`src/rtl/bit_epicness_pkg.sv`:
```
// Shared types and default bus widths for the BitEpicness CPU memory subsystem.
package bit_epicness_pkg;

  localparam int unsigned DEF_ADDR_W = 16;
  localparam int unsigned DEF_DATA_W = 16;

  typedef enum logic [1:0] {
    IDLE  = 2'd0,
    D_ACC = 2'd1,
    I_ACC = 2'd2,
    DONE  = 2'd3
  } arb_state_t;

endpackage

```
`src/rtl/arb_latency_counter.sv`:
```
// Loadable down-counter that times one memory access; o_zero flags its last cycle.
module arb_latency_counter #(
  parameter int unsigned MEM_LATENCY = 2
) (
  input  logic clk,
  input  logic Reset,
  input  logic i_load,
  input  logic i_dec,
  output logic o_zero
);

  localparam int unsigned CNT_W = $clog2(MEM_LATENCY) + 1;
  localparam logic [CNT_W-1:0] LOAD_VAL = CNT_W'(MEM_LATENCY - 1);

  logic [CNT_W-1:0] r_cnt;

  always_ff @(posedge clk) begin
    if (!Reset) begin
      r_cnt <= '0;
    end else if (i_load) begin
      r_cnt <= LOAD_VAL;
    end else if (i_dec && (r_cnt != '0)) begin
      r_cnt <= r_cnt - CNT_W'(1);
    end
  end

  assign o_zero = (r_cnt == '0);

endmodule

```
`src/rtl/unified_mem_arbiter.sv`:
```
// Serialises CPU data and fetch accesses onto one single-ported memory, stalling the CPU meanwhile.
// Optional single-entry fetch reuse buffer enabled by defining ARB_FETCH_REUSE_EN.
module unified_mem_arbiter
  import bit_epicness_pkg::*;
#(
  parameter int unsigned ADDR_W      = DEF_ADDR_W,
  parameter int unsigned DATA_W      = DEF_DATA_W,
  parameter int unsigned MEM_LATENCY = 2
) (
  input  logic              clk,
  input  logic              Reset,
  input  logic              i_req,
  input  logic [ADDR_W-1:0] i_addr,
  output logic [DATA_W-1:0] i_rdata,
  input  logic              d_req,
  input  logic              d_we,
  input  logic [ADDR_W-1:0] d_addr,
  input  logic [DATA_W-1:0] d_wdata,
  output logic [DATA_W-1:0] d_rdata,
  output logic              stall,
  output logic              mem_en,
  output logic              mem_we,
  output logic [ADDR_W-1:0] mem_addr,
  output logic [DATA_W-1:0] mem_wdata,
  input  logic [DATA_W-1:0] mem_rdata
);

  arb_state_t        r_state, w_state_nx;
  logic              r_i_req, r_d_we;
  logic [ADDR_W-1:0] r_i_addr, r_d_addr;
  logic [DATA_W-1:0] r_d_wdata;
  logic              r_mem_en, r_mem_we;
  logic [ADDR_W-1:0] r_mem_addr;
  logic [DATA_W-1:0] r_mem_wdata, r_i_rdata, r_d_rdata;

  logic              w_mem_en_nx, w_mem_we_nx;
  logic [ADDR_W-1:0] w_mem_addr_nx;
  logic [DATA_W-1:0] w_mem_wdata_nx;
  logic              w_cnt_load, w_cnt_dec, w_cnt_zero;
  logic              w_cap_d, w_cap_i, w_fb_use;
  logic              w_hit;
  logic [DATA_W-1:0] w_fb_word;

  arb_latency_counter #(
    .MEM_LATENCY(MEM_LATENCY)
  ) u_cnt (
    .clk   (clk),
    .Reset (Reset),
    .i_load(w_cnt_load),
    .i_dec (w_cnt_dec),
    .o_zero(w_cnt_zero)
  );

`ifdef ARB_FETCH_REUSE_EN
  logic              r_fb_valid;
  logic [ADDR_W-1:0] r_fb_tag;
  logic [DATA_W-1:0] r_fb_word;

  // A pending write to the fetched address must reach memory first, so it forces a miss.
  assign w_hit = r_fb_valid && i_req && (r_fb_tag == i_addr) &&
                 !(d_req && d_we && (d_addr == i_addr));
  assign w_fb_word = r_fb_word;

  always_ff @(posedge clk) begin
    if (!Reset) begin
      r_fb_valid <= 1'b0;
      r_fb_tag   <= '0;
      r_fb_word  <= '0;
    end else if (w_cap_i) begin
      r_fb_valid <= 1'b1;
      r_fb_tag   <= r_i_addr;
      r_fb_word  <= mem_rdata;
    end else if ((r_state == D_ACC) && r_d_we && (r_d_addr == r_fb_tag)) begin
      r_fb_valid <= 1'b0;
    end
  end
`else
  assign w_hit     = 1'b0;
  assign w_fb_word = '0;
`endif

  always_ff @(posedge clk) begin
    if (!Reset) r_state <= IDLE;
    else        r_state <= w_state_nx;
  end

  // Next state plus the memory-port values that the new state presents.
  always_comb begin
    w_state_nx     = r_state;
    w_cnt_load     = 1'b0;
    w_cnt_dec      = 1'b0;
    w_mem_en_nx    = 1'b0;
    w_mem_we_nx    = 1'b0;
    w_mem_addr_nx  = r_mem_addr;
    w_mem_wdata_nx = r_mem_wdata;
    w_cap_d        = 1'b0;
    w_cap_i        = 1'b0;
    w_fb_use       = 1'b0;
    case (r_state)
      IDLE: begin
        if (d_req) begin
          w_state_nx     = D_ACC;
          w_cnt_load     = 1'b1;
          w_mem_en_nx    = 1'b1;
          w_mem_we_nx    = d_we;
          w_mem_addr_nx  = d_addr;
          w_mem_wdata_nx = d_wdata;
          w_fb_use       = w_hit;
        end else if (w_hit) begin
          w_state_nx = DONE;
          w_fb_use   = 1'b1;
        end else if (i_req) begin
          w_state_nx    = I_ACC;
          w_cnt_load    = 1'b1;
          w_mem_en_nx   = 1'b1;
          w_mem_addr_nx = i_addr;
        end
      end
      D_ACC: begin
        if (w_cnt_zero) begin
          w_cap_d = !r_d_we;
          if (r_i_req) begin
            w_state_nx    = I_ACC;
            w_cnt_load    = 1'b1;
            w_mem_en_nx   = 1'b1;
            w_mem_addr_nx = r_i_addr;
          end else begin
            w_state_nx = DONE;
          end
        end else begin
          w_cnt_dec   = 1'b1;
          w_mem_en_nx = 1'b1;
          w_mem_we_nx = r_d_we;
        end
      end
      I_ACC: begin
        if (w_cnt_zero) begin
          w_cap_i    = 1'b1;
          w_state_nx = DONE;
        end else begin
          w_cnt_dec   = 1'b1;
          w_mem_en_nx = 1'b1;
        end
      end
      DONE:    w_state_nx = IDLE;
      default: w_state_nx = IDLE;
    endcase
  end

  always_ff @(posedge clk) begin
    if (!Reset) begin
      r_i_req     <= 1'b0;
      r_d_we      <= 1'b0;
      r_i_addr    <= '0;
      r_d_addr    <= '0;
      r_d_wdata   <= '0;
      r_mem_en    <= 1'b0;
      r_mem_we    <= 1'b0;
      r_mem_addr  <= '0;
      r_mem_wdata <= '0;
      r_i_rdata   <= '0;
      r_d_rdata   <= '0;
    end else begin
      if (r_state == IDLE) begin
        r_i_req   <= i_req && !w_hit;
        r_d_we    <= d_req && d_we;
        r_i_addr  <= i_addr;
        r_d_addr  <= d_addr;
        r_d_wdata <= d_wdata;
      end
      r_mem_en    <= w_mem_en_nx;
      r_mem_we    <= w_mem_we_nx;
      r_mem_addr  <= w_mem_addr_nx;
      r_mem_wdata <= w_mem_wdata_nx;
      if (w_cap_d) r_d_rdata <= mem_rdata;
      if (w_cap_i)       r_i_rdata <= mem_rdata;
      else if (w_fb_use) r_i_rdata <= w_fb_word;
    end
  end

  assign stall     = Reset && (i_req || d_req) && (r_state != DONE);
  assign mem_en    = r_mem_en;
  assign mem_we    = r_mem_we;
  assign mem_addr  = r_mem_addr;
  assign mem_wdata = r_mem_wdata;
  assign i_rdata   = r_i_rdata;
  assign d_rdata   = r_d_rdata;

endmodule

```
`config.mk`:
```
export PLATFORM = sky130hd
export DESIGN_NAME = unified_mem_arbiter
export DESIGN_NICKNAME = d
export VERILOG_FILES = /design/src/rtl/bit_epicness_pkg.sv /design/src/rtl/arb_latency_counter.sv /design/src/rtl/unified_mem_arbiter.sv
export SDC_FILE = /design/constraint.sdc
export NUM_CORES = 1
export LEC_CHECK = 0
export BUFFER_PORTS_ARGS = -buffer_cell sky130_fd_sc_hd__buf_2
export CAP_MARGIN = 15
export CORE_UTILIZATION = 44
export DETAILED_ROUTE_END_ITERATION = 6
export PLACE_DENSITY = 0.77
export SETUP_SLACK_MARGIN = 0.15
export SYNTH_ARGS = -nofsm -noshare
export SYNTH_HDL_FRONTEND = slang
export SYNTH_SLANG_ARGS = --single-unit
```
`constraint.sdc`:
```
create_clock -name clk -period 1.8 [get_ports clk]
set_input_delay 0.36 -clock clk [delete_from_list [all_inputs] [get_ports clk]]
set_output_delay 0.36 -clock clk [all_outputs]
set_load 0.01 [all_outputs]
```
==> results of run 1 <==
-- power breakdown --
part / internal, mW / switching, mW
clock: 0.721 / 0.659
sequential: 2.47 / 0.274
combinational: 1.60 / 1.80
total: 4.79 / 2.73
-- final timing paths --
check / start / endpoint / cells past startpoint
hold / removal: d_wdata[4] / mem_wdata[4] / 3
setup / recovery: r_state[0] / mem_addr[13] / 6
setup reg to reg: r_state[0] / mem_addr[13] / 6
hold reg to reg: i_rdata[5] / i_rdata[5] / 2
-- critical path, cell delays in order (launching register included) --
cell and delay [ps]:
dfxtp_4 380, buf_4 140, ha_4 150, mux2i_1 110
or3_4 430, buf_12 170, mux2i_1 110
-- state kept, by name, indices dropped and copies added, names as in the netlist, 2 cells and up --
name         cells
mem_addr        16
i_rdata         16
r_i_addr        16
d_rdata         16
mem_wdata       16
r_state          2
u_cnt.r_cnt      2
-- through the flow --
stage | instances | cell area, µm² | hold WS, ps
after floorplan | 430 | 3781 | 447.4
after global placement | 652 | 4551 | 439.2
after detailed placement | 652 | 4551 | 444.8
after CTS | 671 | 4808 | 231.6
after global routing | 671 | 4825 | 230.1
final | 671 | 4825 | 241.8
-- synthesized netlist by cell type --
master / instances
nand3b_1: 1
a21oi_1: 53
and3b_1: 1
o21a_1: 1
nand2b_1: 19
o21ai_0: 3
inv_1: 6
or4_1: 1
buf_2: 10
o21ba_2: 1
dfxtp_1: 88
o2111a_1: 1
nor3b_1: 1
mux2_2: 16
inv_2: 1
clkbuf_1: 19
a221o_1: 1
a31oi_1: 1
nor3_1: 2
a221oi_1: 1
nand2_1: 117
buf_8: 1
nor2b_1: 2
or3_1: 1
o211ai_1: 16
ha_1: 7
xnor2_1: 1
and2_1: 2
buf_6: 2
mux2i_1: 34
nor2_1: 20
-- layer usage --
| layer | GRT usage [%] | part of all wire (%) | vias to the layer above |
|---|---|---|---|
| li1 | - | - | 1689 |
| met1 | 24.17 | 44 | 1607 |
| met2 | 36.92 | 49 | 111 |
| met3 | 4.693 | 5.9 | 13 |
| met4 | 9.231 | 1.3 | 0 |
| met5 | 0 | 0 | - |
-- cell families after synthesis --
kind of cell    count (synthesis)  share of synthesized area (%)
flops                          88                          47.31
simple gates                  167                          18.95
mux                            50                          13.98
fa+ha+maj                       7                          2.352
compound gates                 78                          12.20
xor+xnor                        1                         0.2353
buf+inv                        39                          4.973
-- area by class of cell --
type                    count  area [µm²]  share of cell area, %
flip-flops and latches     88        1769                  36.67
well taps                 105       131.4                  2.723
multi-input cells         303        1844                  38.23
repair buffers            152       848.3                  17.58
clock inverters             2       37.54                 0.7780
clock buffers              14       162.7                  3.371
inverters                   7       31.28                 0.6483
-- what timing repair did --
item | CTS | global route
cloned | 1 | 0
pin swaps | 2 | 2
endpoints found under the setup margin | 2 | 48
buffers inserted | 2 | 0
gates resized for setup | 5 | 5
==> results_dict.tcl, run 1 <==
set metrics [dict create \
    status "finished, final reports clean" \
    skew_ps 7.223 \
    synth_area_leader_cell "dfxtp_1" \
    area_growth_pct 29.57 \
    cts_tree "done" \
    fin_util_pct 58.72 \
    grt_antenna_before_repair 0 \
    syn_area_um2 3724 \
    max_freq_mhz 619.1 \
    grt_overflow 0 \
    synth_cells 430 \
    grt_pass1_wl_um 14480 \
    path_max_fanout 8 \
    finalWeightedCongestion 0.8059 \
    hpwl_um 6253 \
    rows 33 \
    min_path_type "input port to register" \
    tns_ps 0 \
    cts_buffers 9 \
    clockBufferDepth 2 \
    htree_num_levels 3 \
    place_ws_ps 157.5 \
    cts_hold_buf 0 \
    diodes 0 \
    crit_path_start_kind "register" \
    avgSynthCellArea_um2 8.659 \
    synthDistinctLibCells 31 \
    vias 3420 \
    critical_path_required_ps 2030 \
    cts.sinks 88 \
    reg2reg_slack_ps 180 \
    min_period_ps 1615 \
    nFillCells 724 \
    timing.slew.headroom_pct 50.99 \
    portBuffers 135 \
    initial_utilization_pct 45.32 \
    nets 637 \
    ys_ff_latch 88 \
    layout-drive-gt1-share_pct 35.16 \
    yosysSeqAreaShare_pct 47.31 \
    ctsRootBufferMaster "clkbuf_8" \
    peakVddDrop_uv 705.5 \
    synth.net_count 506 \
    p_leak_nw 2.214 \
    ant_nets 0 \
    grt_util_all_layers_pct 20.98 \
    finalWorstSetupSlack_ps 184.9 \
    dr.first_iter.drc_count 120 \
    end_kind "register" \
    setup_viol 0 \
    ios 136 \
    pwr_density_cell_nw_per_um2 1559 \
    timing.final.crit_share_pct 89.73 \
    synth_top_area_share_pct 47.31 \
    first_global_vias 3208 \
    routed_wl_um 8877 \
    coreArea_um2 8217 \
    power.total_mw 7.522 \
    layout_common_cells "135 x buf_2, 116 x nand2_1, 86 x dfxtp_1" \
    tightest_slew_ps 735.2 \
    synthTopCellsByArea "dfxtp_1 47%, nand2_1 12%, mux2i_1 9.1%" \
    yosys_warnings 0 \
    fp.dieW_um 93.99 \
    rsz0062_at_grt "yes" \
    cts.clk_slew.worst_paths_ps 80 \
    clkLatencyLatePin_ps 350 \
    firstDrtPassIters 4 \
    maxCapViolCount 0 \
    die_h_um 93.99 \
    wl_per_cell_um 13.23 \
    drc 0 \
    grt_max_degree 71 \
    slew_violations 0 \
    dieArea_um2 8834 \
    finalHoldViolCount 0 \
    viasPerCell 5.097 \
    layout_commonest_cell "buf_2" \
    critical_path_class "register to register" \
    worstPathArrival_ps 1850 \
]
Power figures use the tool's default switching activity.
==> run 2: changes to the inputs <==
--- a/config.mk
+++ b/config.mk
@@ -9,8 +9,9 @@
 export CAP_MARGIN = 15
 export CORE_UTILIZATION = 44
 export DETAILED_ROUTE_END_ITERATION = 6
-export PLACE_DENSITY = 0.77
+export PLACE_DENSITY = 0.78
 export SETUP_SLACK_MARGIN = 0.15
 export SYNTH_ARGS = -nofsm -noshare
 export SYNTH_HDL_FRONTEND = slang
+export SYNTH_HIERARCHICAL = 1
 export SYNTH_SLANG_ARGS = --single-unit
==> results_dict.tcl, run 2 <==
set metrics [dict create \
    path_buf_inv 4 \
    path_max_fanout 17 \
    hpwl_um 6478 \
    clock_power_share_pct 20.4 \
    grt_overflow 0 \
    initial_utilization_pct 46.33 \
    grt_busiest_layer "met2" \
    synth.net_count 511 \
    grt_util_all_layers_pct 21.68 \
    crit_cells 7 \
    setup_viol 0 \
    synthArstFlopShare_pct 0 \
    gr-usage-met2_pct 38.85 \
    ctsRootBufferMaster "clkbuf_8" \
    dieArea_um2 8631 \
    syn_area_um2 3636 \
    synth_top_area_share_pct 48.45 \
    grt_max_degree 53 \
    synth_edf_count 0 \
    maxCapViolCount 0 \
    crit_start "r_state[1]" \
    coreArea_um2 7848 \
    ant_nets 0 \
    stdcell_area_um2 4728 \
    use_met3_pct 5.090 \
    p_leak_nw 2.121 \
    max_stage_delay_ps 370 \
    synthTopCellsByArea "dfxtp_1 48%, nand2_1 11%, a21oi_1 7.0%" \
    power.total_mw 6.895 \
    cts_hold_buf 0 \
    vias 3495 \
    r2r-start "r_state[1]" \
    multi_input_area_um2 1778 \
    yosys_warnings 6 \
    seqPwrFrac_pct 38.8 \
    avgSynthCellArea_um2 8.378 \
    yosysSeqAreaShare_pct 48.45 \
    cts_tree "done" \
    timing.final.crit_share_pct 91.65 \
    slew_violations 0 \
    crit_path_start_kind "register" \
    fp.dieW_um 92.91 \
    synth_area_leader_cell "dfxtp_1" \
    critical_path_class "register to register" \
    ios 136 \
    dr.first_iter.drc_count 138 \
    synth.most_common_cell "nand2_1" \
    critPathTopFamily "buffers and inverters" \
    yosys-top-cells-count "104 x nand2_1, 88 x dfxtp_1, 51 x a21oi_1, 20 x nor2_1" \
    layout_common_cells "135 x buf_2, 104 x nand2_1, 86 x dfxtp_1" \
    r2r-end "mem_addr[2]" \
    timing.slew.headroom_pct 65.31 \
    grtUsageMet1_pct 24.23 \
    worstPathArrival_ps 1890 \
    tightest_slew_ps 520.3 \
    worstRegToRegCells 7 \
    crit_end "mem_addr[2]" \
    critical_path_required_ps 2040 \
    cts.clk_slew.worst_paths_ps 90 \
    nFillCells 719 \
    clockBufferDepth 2 \
    peakVddDrop_uv 646.2 \
    crit_chain "inv_2, ha_4, buf_6, clkinvlp_4, buf_12, o21ai_0, o31ai_2" \
    grt_antenna_before_repair 0 \
    switchingPower_mw 2.608 \
    htree_num_levels 3 \
    nets 640 \
    wl_per_cell_um 14.14 \
    synth_flop_cell "dfxtp_1" \
    synthDistinctLibCells 34 \
    min_path_type "input port to register" \
    cts.sinks 88 \
    viasPerCell 5.216 \
    cts_buffers 9 \
    skew_ps 9.684 \
    place_ws_ps -9.136 \
    layout-drive-gt1-share_pct 32.92 \
    finalWorstSetupSlack_ps 150.3 \
    status "finished, final reports clean" \
    drc 0 \
    finalWeightedCongestion 0.8497 \
    firstDrtPassIters 4 \
    portBuffers 135 \
    final-seq-area_um2 1769 \
    finalHoldViolCount 0 \
    grt_pass1_wl_um 14750 \
    rows 32 \
    p_sw_share_pct 37.83 \
    reg2reg_slack_ps 150 \
    end_kind "register" \
    max_freq_mhz 606.2 \
    die_h_um 92.91 \
    layout_commonest_cell "buf_2" \
    hp-start "d_wdata[9]" \
    ys_ff_latch 88 \
    rsz0062_at_grt "yes" \
    first_global_vias 3203 \
    dpl_cell_area_um2 4395 \
    p_int_mw 4.287 \
    min_period_ps 1650 \
    routed_wl_um 9471 \
    clkLatencyLatePin_ps 360 \
    power_frac_comb_pct 40.9 \
    area_growth_pct 30.04 \
    timing.hold.ws_ps 226.8 \
    synth_cells 434 \
    pwr_density_cell_nw_per_um2 1458 \
    critPathSlowestCell "dfxtp_4" \
    diodes 0 \
]
[run 2: worst min path at each step]
| stage | to | slack [ps] | cells after the start |
|---|---|---|---|
| 3_3_place_gp | d_rdata[10] | 440 | 2 |
| 6_report | mem_wdata[9] | 230 | 3 |
| 4_1_cts | mem_wdata[9] | 210 | 3 |
| 5_1_grt | mem_wdata[9] | 220 | 3 |
| 2_1_floorplan | r_i_addr[0] | 450 | 2 |
| 3_5_place_dp | d_rdata[10] | 440 | 2 |
[run 2: tightest hold or removal path, stage by stage]
cell     delay (ps)
buf_2            90
nand2_1          50
a21oi_1          50
[run 2: cells by family after synthesis]
family                   share of synthesized area (%)
AO/OA/AOI/OAI                                    18.79
adder cells (fa/ha/maj)                          2.753
multiplexers                                     4.680
AND/OR/NAND/NOR                                  20.58
flip-flops                                       48.45
buffers and inverters                            4.749
[run 2: per-stage QoR]
step | TNS [ps] | instances | util [%]
final | 0 | 670 | 60.25
after global routing | 0 | 670 | 60.25
after CTS | 0 | 667 | 58.99
after detailed placement | -9.136 | 650 | 56.01
after global placement | 0 | 650 | 56.01
after floorplan | 0 | 434 | -
[run 2: area by class of cell]
cell class | count | area share [%]
well taps | 102 | 2.699
clock inverters | 7 | 1.641
multi-input cells | 306 | 37.60
clock buffers | 9 | 2.620
inverters | 8 | 0.7145
flip-flops and latches | 88 | 37.42
repair buffers | 150 | 17.31
[run 2: power by group through the flow]
stage	sequential [mW]	combinational [mW]	clock, mW
2_1_floorplan	2.83	1.57	0
3_3_place_gp	2.67	2.52	0
3_5_place_dp	2.69	2.59	0
4_1_cts	2.66	2.66	1.43
5_1_grt	2.73	3.10	1.50
6_report	2.67	2.82	1.40
[run 2: layer usage]
metal  up-vias  share of wire [%]  wire (µm)
met3        19                4.7        446
met4         0                2.2        208
met5         -                  0          0
met2        99                 51       4786
met1      1643                 43       4030
li1       1734                  -          -
[run 2: timing repair]
| item | CTS | global route |
|---|---|---|
| gates cloned | 0 | 0 |
| hold endpoints to repair | 0 | 0 |
| setup endpoints to repair | 21 | 23 |
| pin swaps | 1 | 5 |
| setup buffers | 1 | 3 |
| resized for setup | 6 | 14 |
==> run 3: changes to the inputs <==
--- a/config.mk
+++ b/config.mk
@@ -7,11 +7,14 @@
 export LEC_CHECK = 0
 export BUFFER_PORTS_ARGS = -buffer_cell sky130_fd_sc_hd__buf_2
 export CAP_MARGIN = 15
+export CORE_ASPECT_RATIO = 1.1
 export CORE_UTILIZATION = 44
 export DETAILED_ROUTE_END_ITERATION = 6
 export PLACE_DENSITY = 0.78
+export RECOVER_POWER = 25
 export SETUP_SLACK_MARGIN = 0.15
 export SYNTH_ARGS = -nofsm -noshare
 export SYNTH_HDL_FRONTEND = slang
 export SYNTH_HIERARCHICAL = 1
 export SYNTH_SLANG_ARGS = --single-unit
+export TNS_END_PERCENT = 30
==> results_dict.tcl, run 3 (same netlist as run 2, synthesis figures left out) <==
set metrics [dict create \
    vias 3492 \
    setup_viol 0 \
    critical_path_class "register to primary output" \
    portBuffers 135 \
    area_growth_pct 29.28 \
    max_freq_mhz 604.3 \
    crit_path_start_kind "register" \
    timing.slew.headroom_pct 65.92 \
    hpwl_um 6318 \
    skew_ps 11.56 \
    hold_depth 3 \
    finalWeightedCongestion 0.7951 \
    peakVddDrop_uv 625.2 \
    nets 643 \
    clkLatencyLatePin_ps 360 \
    worstRegToRegCells 6 \
    min_period_ps 1655 \
    cts_buffers 9 \
    htree_num_levels 3 \
    rsz0062_at_grt "yes" \
    cts.sinks 88 \
    fp.dieW_um 88.68 \
    dieArea_um2 8632 \
    grt_util_all_layers_pct 21.81 \
    slew_violations 0 \
    timing.final.crit_share_pct 91.93 \
    coreArea_um2 7955 \
    layout-drive-gt1-share_pct 26.09 \
    layout_commonest_cell "nand2_1" \
    fin_cells 679 \
    diodes 0 \
    layout_common_cells "103 x nand2_1, 97 x buf_2, 86 x dfxtp_1" \
    grt_overflow 0 \
    critical_path_required_ps 1440 \
    cts_tree "done" \
    maxCapViolCount 0 \
    first_global_vias 3252 \
    clockBufferDepth 2 \
    drc 0 \
    ant_nets 0 \
    firstDrtPassIters 4 \
    ios 136 \
    worstPathArrival_ps 1290 \
    dr.first_iter.drc_count 136 \
    viasPerCell 5.143 \
    grt_pass1_wl_um 14690 \
    routed_wl_um 9372 \
    cts.clk_slew.worst_paths_ps 90 \
    grt_antenna_before_repair 0 \
    p_leak_nw 1.973 \
    tns_ps 0 \
    end_kind "primary output" \
    initial_utilization_pct 45.71 \
    pwr_density_cell_nw_per_um2 1455 \
    dp.cells 656 \
    status "finished, final reports clean" \
    wl_per_cell_um 13.80 \
    die_h_um 97.34 \
    tightest_slew_ps 511.2 \
    path_max_fanout 4 \
    ctsRootBufferMaster "clkbuf_8" \
    grt_max_degree 53 \
    min_path_type "input port to register" \
    rows 34 \
    finalHoldViolCount 0 \
]
-- run 3: cell types whose count changed in the layout (fill, tap and decap cells not counted), sizes merged --
cell | previous run | this run
buf | 149 | 115
clkbuf | 10 | 47
clkinv | 2 | 3
inv | 11 | 10
-- run 3: cell type report --
cell class | count | area (µm²)
Fill cell | 751 | 3254
Tap cell | 108 | 135.1
Timing Repair Buffer | 153 | 779.5
Clock buffer | 9 | 123.9
Inverter | 8 | 30.03
Multi-Input combinational cell | 306 | 1774
Sequential cell | 88 | 1769
Clock inverter | 7 | 88.84
-- run 3: through the flow --
step	utilization, %	setup slack (ps)	hold slack [ps]	power, mW	cell area [µm²]
3_5_place_dp	55.35	79.21	446.7	5.284	4403
3_3_place_gp	55.35	153.7	438.8	5.201	4403
4_1_cts	58.59	131.0	215.1	6.775	4661
5_1_grt	59.09	82.38	222.6	7.298	4701
6_report	59.09	145.2	232.0	6.840	4701
2_1_floorplan	-	144.7	454.7	4.403	3645
-- run 3: layer usage --
layer / GRT usage, % / share of wire [%] / vias up / wire [µm]
li1: - / - / 1744 / -
met1: 24.91 / 42 / 1614 / 3942
met2: 36.86 / 49 / 115 / 4555
met3: 5.523 / 7.0 / 19 / 653
met4: 11.04 / 2.3 / 0 / 220
met5: 0 / 0 / - / 0
-- run 3: final timing paths --
check | startpoint | to | slack [ps]
max | r_state[0] | stall | 150
min | d_wdata[15] | mem_wdata[15] | 230
max reg2reg | r_state[0] | r_state[0] | 180
min reg2reg | mem_wdata[15] | mem_wdata[15] | 460
-- run 3: power breakdown --
group / internal, mW / leakage [nW] / switching [mW]
combinational: 1.13 / 1.15 / 1.61
sequential: 2.42 / 0.722 / 0.253
clock: 0.667 / 0.103 / 0.753
-- run 3: timing repair --
item | CTS | global route
hold buffers | 0 | 0
setup endpoints to repair | 4 | 51
setup buffers | 2 | 5
gates resized for setup | 8 | 9
pin swaps | 3 | 4
cloned | 0 | 0
-- run 3: critical path: stages, from the launching register on --
cell     delay [ps]
dfxtp_4         370
buf_6           120
ha_4            140
nor3_2          150
buf_2           160
